<file path="src/rtl/uart_rx_fifo_pkg.sv">
// Shared constants for the UART RX/TX byte FIFOs.
// Provides default byte width and FIFO pointer width.
package uart_rx_fifo_pkg;

  localparam int DEF_DATA_WIDTH = 8;
  localparam int DEF_ADDR_WIDTH = 4;
  localparam int DEF_DEPTH      = 1 << DEF_ADDR_WIDTH;

endpackage

</file>
<file path="src/rtl/uart_rx_fifo_if.sv">
// Consumer/producer bundle for the RX FIFO.
// slave: FIFO side (i_* in, o_* out); master: receiver/consumer side.
interface uart_rx_fifo_if
  import uart_rx_fifo_pkg::*;
#(
  parameter int DATA_WIDTH = DEF_DATA_WIDTH,
  parameter int ADDR_WIDTH = DEF_ADDR_WIDTH
);

  logic                  i_push;
  logic [DATA_WIDTH-1:0] i_wdata;
  logic                  i_pop;
  logic                  i_clr_err;
  logic [DATA_WIDTH-1:0] o_rdata;
  logic                  o_empty;
  logic                  o_full;
  logic [ADDR_WIDTH:0]   o_count;
  logic                  o_overflow;
  logic                  o_underflow;

  modport slave (
    input  i_push, i_wdata, i_pop, i_clr_err,
    output o_rdata, o_empty, o_full, o_count,
    output o_overflow, o_underflow
  );

  modport master (
    output i_push, i_wdata, i_pop, i_clr_err,
    input  o_rdata, o_empty, o_full, o_count,
    input  o_overflow, o_underflow
  );

endinterface

</file>
<file path="src/rtl/fifo_regfile.sv">
// FIFO storage array: one sync write port, one async read port.
// Ports: clk, we_i/waddr_i/wdata_i (write), raddr_i/rdata_o (read).
module fifo_regfile
  import uart_rx_fifo_pkg::*;
#(
  parameter int DATA_WIDTH = DEF_DATA_WIDTH,
  parameter int ADDR_WIDTH = DEF_ADDR_WIDTH
) (
  input  logic                  clk,
  input  logic                  we_i,
  input  logic [ADDR_WIDTH-1:0] waddr_i,
  input  logic [DATA_WIDTH-1:0] wdata_i,
  input  logic [ADDR_WIDTH-1:0] raddr_i,
  output logic [DATA_WIDTH-1:0] rdata_o
);

  logic [DATA_WIDTH-1:0] mem_q [2**ADDR_WIDTH];

  // Storage is deliberately not reset.
  always_ff @(posedge clk) begin
    if (we_i) begin
      mem_q[waddr_i] <= wdata_i;
    end
  end

  assign rdata_o = mem_q[raddr_i];

endmodule

</file>
<file path="src/rtl/uart_rx_fifo.sv">
// FWFT receive byte FIFO with occupancy and sticky error flags.
// Ports: clk, rst (async, active-low), bus (uart_rx_fifo_if.slave).
module uart_rx_fifo
  import uart_rx_fifo_pkg::*;
#(
  parameter int DATA_WIDTH = DEF_DATA_WIDTH,
  parameter int ADDR_WIDTH = DEF_ADDR_WIDTH
) (
  input  logic            clk,
  input  logic            rst,
  uart_rx_fifo_if.slave   bus
);

  localparam logic [ADDR_WIDTH:0] FULL_CNT =
    {1'b1, {ADDR_WIDTH{1'b0}}};

  logic [ADDR_WIDTH-1:0] wr_ptr_q, wr_ptr_d;
  logic [ADDR_WIDTH-1:0] rd_ptr_q, rd_ptr_d;
  logic [ADDR_WIDTH:0]   count_q, count_d;
  logic                  ovf_q, ovf_d;
  logic                  udf_q, udf_d;

  logic empty, full;
  logic push_ok, pop_ok;

  assign empty = (count_q == '0);
  assign full  = (count_q == FULL_CNT);

  // A pop on a full FIFO frees the slot the push needs.
  assign push_ok = bus.i_push & (~full | bus.i_pop);
  assign pop_ok  = bus.i_pop & ~empty;

  always_comb begin
    wr_ptr_d = wr_ptr_q;
    rd_ptr_d = rd_ptr_q;
    count_d  = count_q;
    if (push_ok) wr_ptr_d = wr_ptr_q + 1'b1;
    if (pop_ok)  rd_ptr_d = rd_ptr_q + 1'b1;
    unique case ({push_ok, pop_ok})
      2'b10:   count_d = count_q + 1'b1;
      2'b01:   count_d = count_q - 1'b1;
      default: count_d = count_q;
    endcase
  end

  // Clear wins over a same-cycle set.
  always_comb begin
    ovf_d = ovf_q | (bus.i_push & ~push_ok);
    udf_d = udf_q | (bus.i_pop & empty);
    if (bus.i_clr_err) begin
      ovf_d = 1'b0;
      udf_d = 1'b0;
    end
  end

  always_ff @(posedge clk or negedge rst) begin
    if (!rst) begin
      wr_ptr_q <= '0;
      rd_ptr_q <= '0;
      count_q  <= '0;
      ovf_q    <= 1'b0;
      udf_q    <= 1'b0;
    end else begin
      wr_ptr_q <= wr_ptr_d;
      rd_ptr_q <= rd_ptr_d;
      count_q  <= count_d;
      ovf_q    <= ovf_d;
      udf_q    <= udf_d;
    end
  end

  fifo_regfile #(
    .DATA_WIDTH (DATA_WIDTH),
    .ADDR_WIDTH (ADDR_WIDTH)
  ) u_regfile (
    .clk     (clk),
    .we_i    (push_ok),
    .waddr_i (wr_ptr_q),
    .wdata_i (bus.i_wdata),
    .raddr_i (rd_ptr_q),
    .rdata_o (bus.o_rdata)
  );

  assign bus.o_empty     = empty;
  assign bus.o_full      = full;
  assign bus.o_count     = count_q;
  assign bus.o_overflow  = ovf_q;
  assign bus.o_underflow = udf_q;

endmodule

</file>
<file path="src/flat_wrapper.sv">
// flat-port wrapper written by rule: the top's interface ports become plain ports
module uart_rx_fifo_flat import uart_rx_fifo_pkg::*;
#(
  parameter int DATA_WIDTH = DEF_DATA_WIDTH,
  parameter int ADDR_WIDTH = DEF_ADDR_WIDTH
)
  (clk, rst, bus_i_push, bus_i_wdata, bus_i_pop, bus_i_clr_err, bus_o_rdata, bus_o_empty, bus_o_full, bus_o_count, bus_o_overflow, bus_o_underflow);
  uart_rx_fifo_if #(.DATA_WIDTH(DATA_WIDTH), .ADDR_WIDTH(ADDR_WIDTH)) bus_i ();
  input  logic clk;
  input  logic rst;
  input wire logic [$bits(bus_i.i_push)-1:0] bus_i_push;
  input wire logic [$bits(bus_i.i_wdata)-1:0] bus_i_wdata;
  input wire logic [$bits(bus_i.i_pop)-1:0] bus_i_pop;
  input wire logic [$bits(bus_i.i_clr_err)-1:0] bus_i_clr_err;
  output wire logic [$bits(bus_i.o_rdata)-1:0] bus_o_rdata;
  output wire logic [$bits(bus_i.o_empty)-1:0] bus_o_empty;
  output wire logic [$bits(bus_i.o_full)-1:0] bus_o_full;
  output wire logic [$bits(bus_i.o_count)-1:0] bus_o_count;
  output wire logic [$bits(bus_i.o_overflow)-1:0] bus_o_overflow;
  output wire logic [$bits(bus_i.o_underflow)-1:0] bus_o_underflow;
  assign bus_i.i_push = bus_i_push;
  assign bus_i.i_wdata = bus_i_wdata;
  assign bus_i.i_pop = bus_i_pop;
  assign bus_i.i_clr_err = bus_i_clr_err;
  assign bus_o_rdata = bus_i.o_rdata;
  assign bus_o_empty = bus_i.o_empty;
  assign bus_o_full = bus_i.o_full;
  assign bus_o_count = bus_i.o_count;
  assign bus_o_overflow = bus_i.o_overflow;
  assign bus_o_underflow = bus_i.o_underflow;
  uart_rx_fifo #(.DATA_WIDTH(DATA_WIDTH), .ADDR_WIDTH(ADDR_WIDTH)) u_core (.clk(clk), .rst(rst), .bus(bus_i));
endmodule
</file>
<file path="config.mk">
export PLATFORM = sky130hd
export DESIGN_NAME = uart_rx_fifo_flat
export DESIGN_NICKNAME = d
export VERILOG_FILES = /design/src/rtl/uart_rx_fifo_pkg.sv /design/src/rtl/uart_rx_fifo_if.sv /design/src/rtl/fifo_regfile.sv /design/src/rtl/uart_rx_fifo.sv /design/src/flat_wrapper.sv
export SDC_FILE = /design/constraint.sdc
export NUM_CORES = 1
export LEC_CHECK = 0
export ABC_AREA = 1
export BUFFER_PORTS_ARGS = -buffer_cell sky130_fd_sc_hd__clkbuf_2
export CAP_MARGIN = 20
export CORE_UTILIZATION = 40
export CTS_CLUSTER_SIZE = 28
export DETAILED_ROUTE_END_ITERATION = 7
export SLEW_MARGIN = 10
export SYNTH_ARGS = -nofsm -noshare
export SYNTH_HDL_FRONTEND = slang
export SYNTH_SLANG_ARGS = --single-unit
</file>
<file path="constraint.sdc">
create_clock -name clk -period 3.7 [get_ports clk]
set_clock_uncertainty 0.2 [all_clocks]
set_input_delay 0.185 -clock clk [delete_from_list [all_inputs] [get_ports clk]]
set_output_delay 0.185 -clock clk [all_outputs]
set_load 0.01 [all_outputs]
</file>
==> results of run 1 <==
==> kinds of logic (layout without fill, tap and decap cells) <==
kind of cell | count (synthesis) | after routing | synth area share, %
and+or+nand+nor | 249 | 249 | 17.37
DFF | 143 | 143 | 68.52
AOI/OAI and AO/OA | 74 | 74 | 6.239
buffers and inverters | 61 | 120 | 4.958
xor gates and xnor gates | 9 | 9 | 1.280
adders and majority gates | 8 | 8 | 1.626
==> registers in the layout, summed over array words and instances, names as in the netlist <==
| register | cells |
|---|---|
| u_core.bus.o_underflow | 1 |
| u_core.bus.o_count | 5 |
| u_core.u_regfile.mem_q | 128 |
| u_core.bus.o_overflow | 1 |
| u_core.rd_ptr_q | 4 |
| u_core.wr_ptr_q | 4 |
==> area by class of cell <==
class / instances / area (um2) / area share [%]
sequential: 143 / 4220 / 59.11
inverter: 33 / 126.4 / 1.770
multi-input combinational: 340 / 1633 / 22.87
clock buffer: 17 / 425.4 / 5.959
clock inverter: 15 / 151.4 / 2.121
timing repair buffer: 55 / 352.8 / 4.942
tap: 184 / 230.2 / 3.225
==> per-stage QoR <==
stage	instance area (um2)	util [%]	total power, W	std cells
final	7139	48.39	0.005707	787
after global placement	6513	44.14	0.004028	750
after detailed placement	6513	44.14	0.004076	750
after floorplan	6157	-	0.003483	544
after CTS	7139	48.39	0.005749	787
after global routing	7139	48.39	0.006064	787
==> worst max path at each step <==
stage / startpoint / to / slack, ns / depth (start not counted)
finish: u_core.bus.o_count[0] / u_core.bus.o_count[4] / 0.94 / 16
CTS: u_core.bus.o_count[0] / u_core.bus.o_count[4] / 0.96 / 16
global route: u_core.bus.o_count[0] / u_core.bus.o_count[4] / 0.65 / 17
detailed placement: u_core.bus.o_count[0] / u_core.bus.o_count[4] / 0.98 / 16
global placement: u_core.bus.o_count[0] / u_core.bus.o_count[4] / 1.12 / 16
floorplan: u_core.bus.o_count[0] / u_core.bus.o_count[4] / 1.24 / 18
==> power by group <==
group | leakage, nW | internal (W) | switching, W
Sequential | 1.34 | 0.00197 | 0.000127
Clock | 0.286 | 0.00104 | 0.000620
Combinational | 1.07 | 0.000629 | 0.00132
Total | 2.70 | 0.00364 | 0.00207
==> synth_stat cells (all sizes together) (4+ instances only) <==
cell type | number | area, um2
buf | 21 | 150.1
clkbuf | 7 | 28.78
dfrtp | 15 | 375.4
edfxtp | 128 | 3844
ha | 8 | 100.1
inv | 32 | 122.6
nand2 | 45 | 191.4
nand3 | 60 | 305.3
nor2 | 127 | 486.7
nor3 | 16 | 80.08
o211ai | 5 | 37.54
o21ai | 67 | 335.3
xnor2 | 4 | 35.03
xor2 | 5 | 43.79
==> timing repair <==
item / in CTS / in global routing
hold buffers: 5 / 0
endpoints found under the hold margin: 20 / 0
resized for setup: 0 / 0
==> critical path, stage by stage, from the launching register on <==
cell and delay (ns):
dfrtp_1 0.46, nor2_2 0.19, nand3_2 0.10, nor2_4 0.13, nand2_4 0.08, nand2_4 0.20, ha_1 0.37, nand2_1 0.12
inv_1 0.10, nor2_1 0.06, ha_1 0.18, inv_1 0.05, nand2_1 0.08, nand3_1 0.11, nand3_1 0.07, nand3_1 0.09
nand2_1 0.05
==> per-layer routing <==
layer  wire length, um  GRT usage (%)  vias to the layer above
met1              6287          24.86                     1997
met3               763          5.183                       15
li1                  -              -                     1973
met5                 0              0                        -
met4               240          6.591                        0
met2              6819          30.48                      128
==> metrics.txt, run 1 <==
CTS tree=yes; Longest Clk Path Bufs=2; port bufs=29; placed wire-length estimate=slightly below 9000 um; first-pass GRT wire length=22110 um; Max-Cap Viols=0; Post-synth EDFFs=around 130; htree depth=4; Core Rows=44; Reg2Reg Setup Slack=~0.94 ns; PwrDens=799.4 nW/um2; commonest non-fill, non-tap cell in the layout=edfxtp_1; Synthesis Warnings=0; routability cong.=roughly 0.89; Hold Vio Cnt, Final=0; Fmax=362.6 MHz; antenna diode count=0; Die H=between 100 and 150 um; antenna-violating nets left=0; fraction of layout cells with a size suffix above 1=between 10% and 20%; Die X=126.1 um; Async SR Flop Fraction=10.49%; Syn Nets=565; type of the worst min-delay path=in -> async; Yosys reg bits=143; launching point of the worst reg2reg path=u_core.bus.o_count[0]; RSZ-0062 raised after global routing=no; leakage=2.701 nW; Top Ports=30; reg-to-reg endpoint=u_core.bus.o_count[4]; crit path DAT=2.86 ns; Slew Limit Fails=0; endpoint class of the critical path=flop; Initial Util=41.73%; Syn Inst Count=544; CP Class=reg -> reg; Slew HR=49.69%; postcts setup bufs=0; fin crit period=2.758 ns; hold_ws=between 0.015 and 0.02 ns; final worst path period share=74.54%; via count=4113; initial antenna violation count=0; CTS root buf=clkbuf_16; status=completed; vias in the first global route=3999; Die Area=15890 um2; Mapped Area=between 6000 and 7000 um2; Sink Count=143; post-synthesis sequential area ratio=68.52%; worst-path fanout max=23; final worst slack=0.9421 ns; fillcell total=1335; clk slew on worst S/H paths=0.05 ns; setup_tns=0 ns; drc violations=0; Post-Route WL=14110 um; latest clock arrival within the worst-skew pair=0.42 ns; Worst setup SP type=flop; clock buffer count from CTS=17; remaining global-route overflow=0; Avg Synthesized Cell Area=between 10 and 15 um2; FF-to-FF path depth=16; Slew @ Worst Pin=~0.75 ns; vias per cell=5.226; critical path required time=approximately 3.8 ns; most frequent cells in the layout=128 x edfxtp_1, 125 x nor2_1, 65 x o21ai_0, 59 x nand3_1, 40 x nand2_1; Distinct cells, synth=29; final setup violation count=0; final net count=611; worst IR drop on VDD=roughly 0.00037 V; largest net degree at the start of global routing=61; Pre-antenna DRT Iters=5; synthesis-to-finish area growth=15.95%; DP Worst Slack=a little under 1 ns; Most used DFF post-synth=edfxtp_1; Core Region=14750 um2; gr usage total=18.99%; Routed wire per std cell=17.93 um; DRT iter0 DRCs=389
Power figures use the tool's default switching activity.
==> run 2, diff against run 1 <==
clock period = 2.4 ns   (was 3.7 ns; I/O delays follow)
==> metrics.txt, run 2 (same netlist as run 1, synthesis figures left out) <==
Max-Cap Viols=0; placed wire-length estimate=8524 um; Die X=126.1 um; vias per cell=5.209; critical path required time=between 2 and 3 ns; drc violations=0; Final Non-Filler Cells=809; type of the worst min-delay path=in -> reg; Sw Share=36.15%; vias in the first global route=4026; Reg2Reg Setup Slack=about 0.092 ns; commonest non-fill, non-tap cell in the layout=edfxtp_1; FF-to-FF path depth=16; hold endpoint=u_core.u_regfile.mem_q[12][0]; most frequent cells in the layout=128 x edfxtp_1, 125 x nor2_1, 65 x o21ai_0, 58 x nand3_1, 39 x nand2_1; remaining global-route overflow=0; Top reg by flops=u_core.u_regfile.mem_q; worst IR drop on VDD=0.0009246 V; Top Ports=30; Psw=0.003308 W; max FFs per register=between 100 and 150; Worst setup SP type=flop; Slew Limit Fails=0; setup_tns=0 ns; Initial Util=41.73%; fin crit period=~2.3 ns; Buffers & Inverters on Critical Path=2; endpoint class of the critical path=flop; Die H=126.1 um; multi-input logic area=1677 um2; fraction of layout cells with a size suffix above 1=between 15 and 20%; synthesis-to-finish area growth=20.71%; CP Class=reg -> reg; routability cong.=0.9176; final net count=633; Flop pwr share=34.9%; hold_sp=bus_i_wdata[0]; antenna diode count=0; crit path DAT=2.41 ns; clk slew on worst S/H paths=0.06 ns; worst-path fanout max=16; fillcell total=roughly 1300; RSZ-0062 raised after global routing=yes; clock buffer count from CTS=17; Slew @ Worst Pin=around 1.1 ns; CTS tree=yes; dpl cells=755; largest net degree at the start of global routing=72; latest clock arrival within the worst-skew pair=around 0.4 ns; Post-Route WL=14730 um; Routed wire per std cell=approximately 18 um; clock share of power=26.6%; Core Rows=44; Core Region=~15000 um2; port bufs=29; Die Area=15890 um2; critical path's slowest cell=dfrtp_2; Longest Clk Path Bufs=2; final worst path period share=approximately 96%; register area=4224 um2; status=completed; htree depth=4; Hold Vio Cnt, Final=0; antenna-violating nets left=0; DP Worst Slack=-0.003711 ns; Sink Count=143; reg-to-reg endpoint=u_core.bus.o_count[4]; final worst slack=0.09239 ns; CTS root buf=clkbuf_16; Largest delay share family, worst path=simple AND/OR/NAND/NOR gates; gr usage total=a little under a fifth; Fmax=433.3 MHz; launching point of the worst reg2reg path=u_core.bus.o_count[1]; Pre-antenna DRT Iters=5; Slew HR=approximately a quarter; via count=4214; P_int=0.005843 W; combinational share of power=38.5%; final setup violation count=0; leakage=2.818 nW; DRT iter0 DRCs=444; CP cell instances=nor2_4, nand3_2, nor2_4, nand2_4, nand2_8, ha_4, nand2_1, inv_1, nor2_1, ha_1, inv_1, nand2_1, nand3_2, nand3_1, nand3_1, nand2_1; PwrDens=1231 nW/um2; Overall Power=0.009151 W; CP dominant cell by count=nand2_1; peak per-stage delay on the critical path=approximately 0.42 ns; first-pass GRT wire length=22090 um; initial antenna violation count=0; WHS Path Cells=1
-- run 2: per-stage QoR --
| step | instance area (um2) | hold WS [ns] | util [%] |
|---|---|---|---|
| floorplan | 6176 | -0.3756 | - |
| detailed placement | 6603 | -0.1396 | 44.75 |
| finish | 7432 | 0.004707 | 50.37 |
| CTS | 7249 | 0.008466 | 49.14 |
| global route | 7432 | 0.01504 | 50.37 |
| global placement | 6603 | -0.1418 | 44.75 |
-- run 2: worst max-delay path by stage --
stage	from	endpoint	slack (ns)	depth (start not counted)
after floorplan	u_core.bus.o_count[1]	u_core.bus.o_count[4]	0.005	18
after global placement	u_core.bus.o_count[1]	u_core.bus.o_count[4]	0.06	16
after detailed placement	u_core.bus.o_count[1]	u_core.bus.o_count[4]	-0.004	16
after CTS	u_core.bus.o_count[4]	u_core.u_regfile.mem_q[6][4]	-0.006	7
after global routing	u_core.bus.o_count[1]	u_core.bus.o_count[4]	-0.05	16
final	u_core.bus.o_count[1]	u_core.bus.o_count[4]	0.09	16
-- run 2: routing by layer --
metal,GRT usage [%],part of all wire (%),routed length [um],vias to the layer above
met5,0,0,0,-
met4,6.520,1.4,212,0
met3,4.248,5.0,729,20
met2,29.67,48,7017,117
met1,25.46,46,6767,2050
li1,-,-,-,2027
-- run 2: area by class of cell --
| cell class | count | share of cell area (%) |
|---|---|---|
| sequential | 143 | 56.83 |
| multi-input combinational | 340 | 22.56 |
| timing repair buffer | 77 | 8.519 |
| clock buffer | 30 | 6.785 |
| tap | 184 | 3.098 |
| inverter | 33 | 1.751 |
| clock inverter | 2 | 0.4545 |
-- run 2: power groups by stage --
stage | clock network (W) | logic [W] | registers (W)
after global placement | 0 | 0.00316 | 0.00321
final | 0.00243 | 0.00352 | 0.00320
after floorplan | 0 | 0.00214 | 0.00323
after global routing | 0.00255 | 0.00392 | 0.00323
after CTS | 0.00245 | 0.00322 | 0.00318
after detailed placement | 0 | 0.00318 | 0.00323
-- run 2: what timing repair did --
item | CTS | global route
gates cloned | 0 | 3
pin swaps | 0 | 3
setup buffers | 0 | 6
hold endpoints to repair | 84 | 0
hold buffers | 10 | 0
gates resized for setup | 1 | 9
endpoints found under the setup margin | 10 | 14
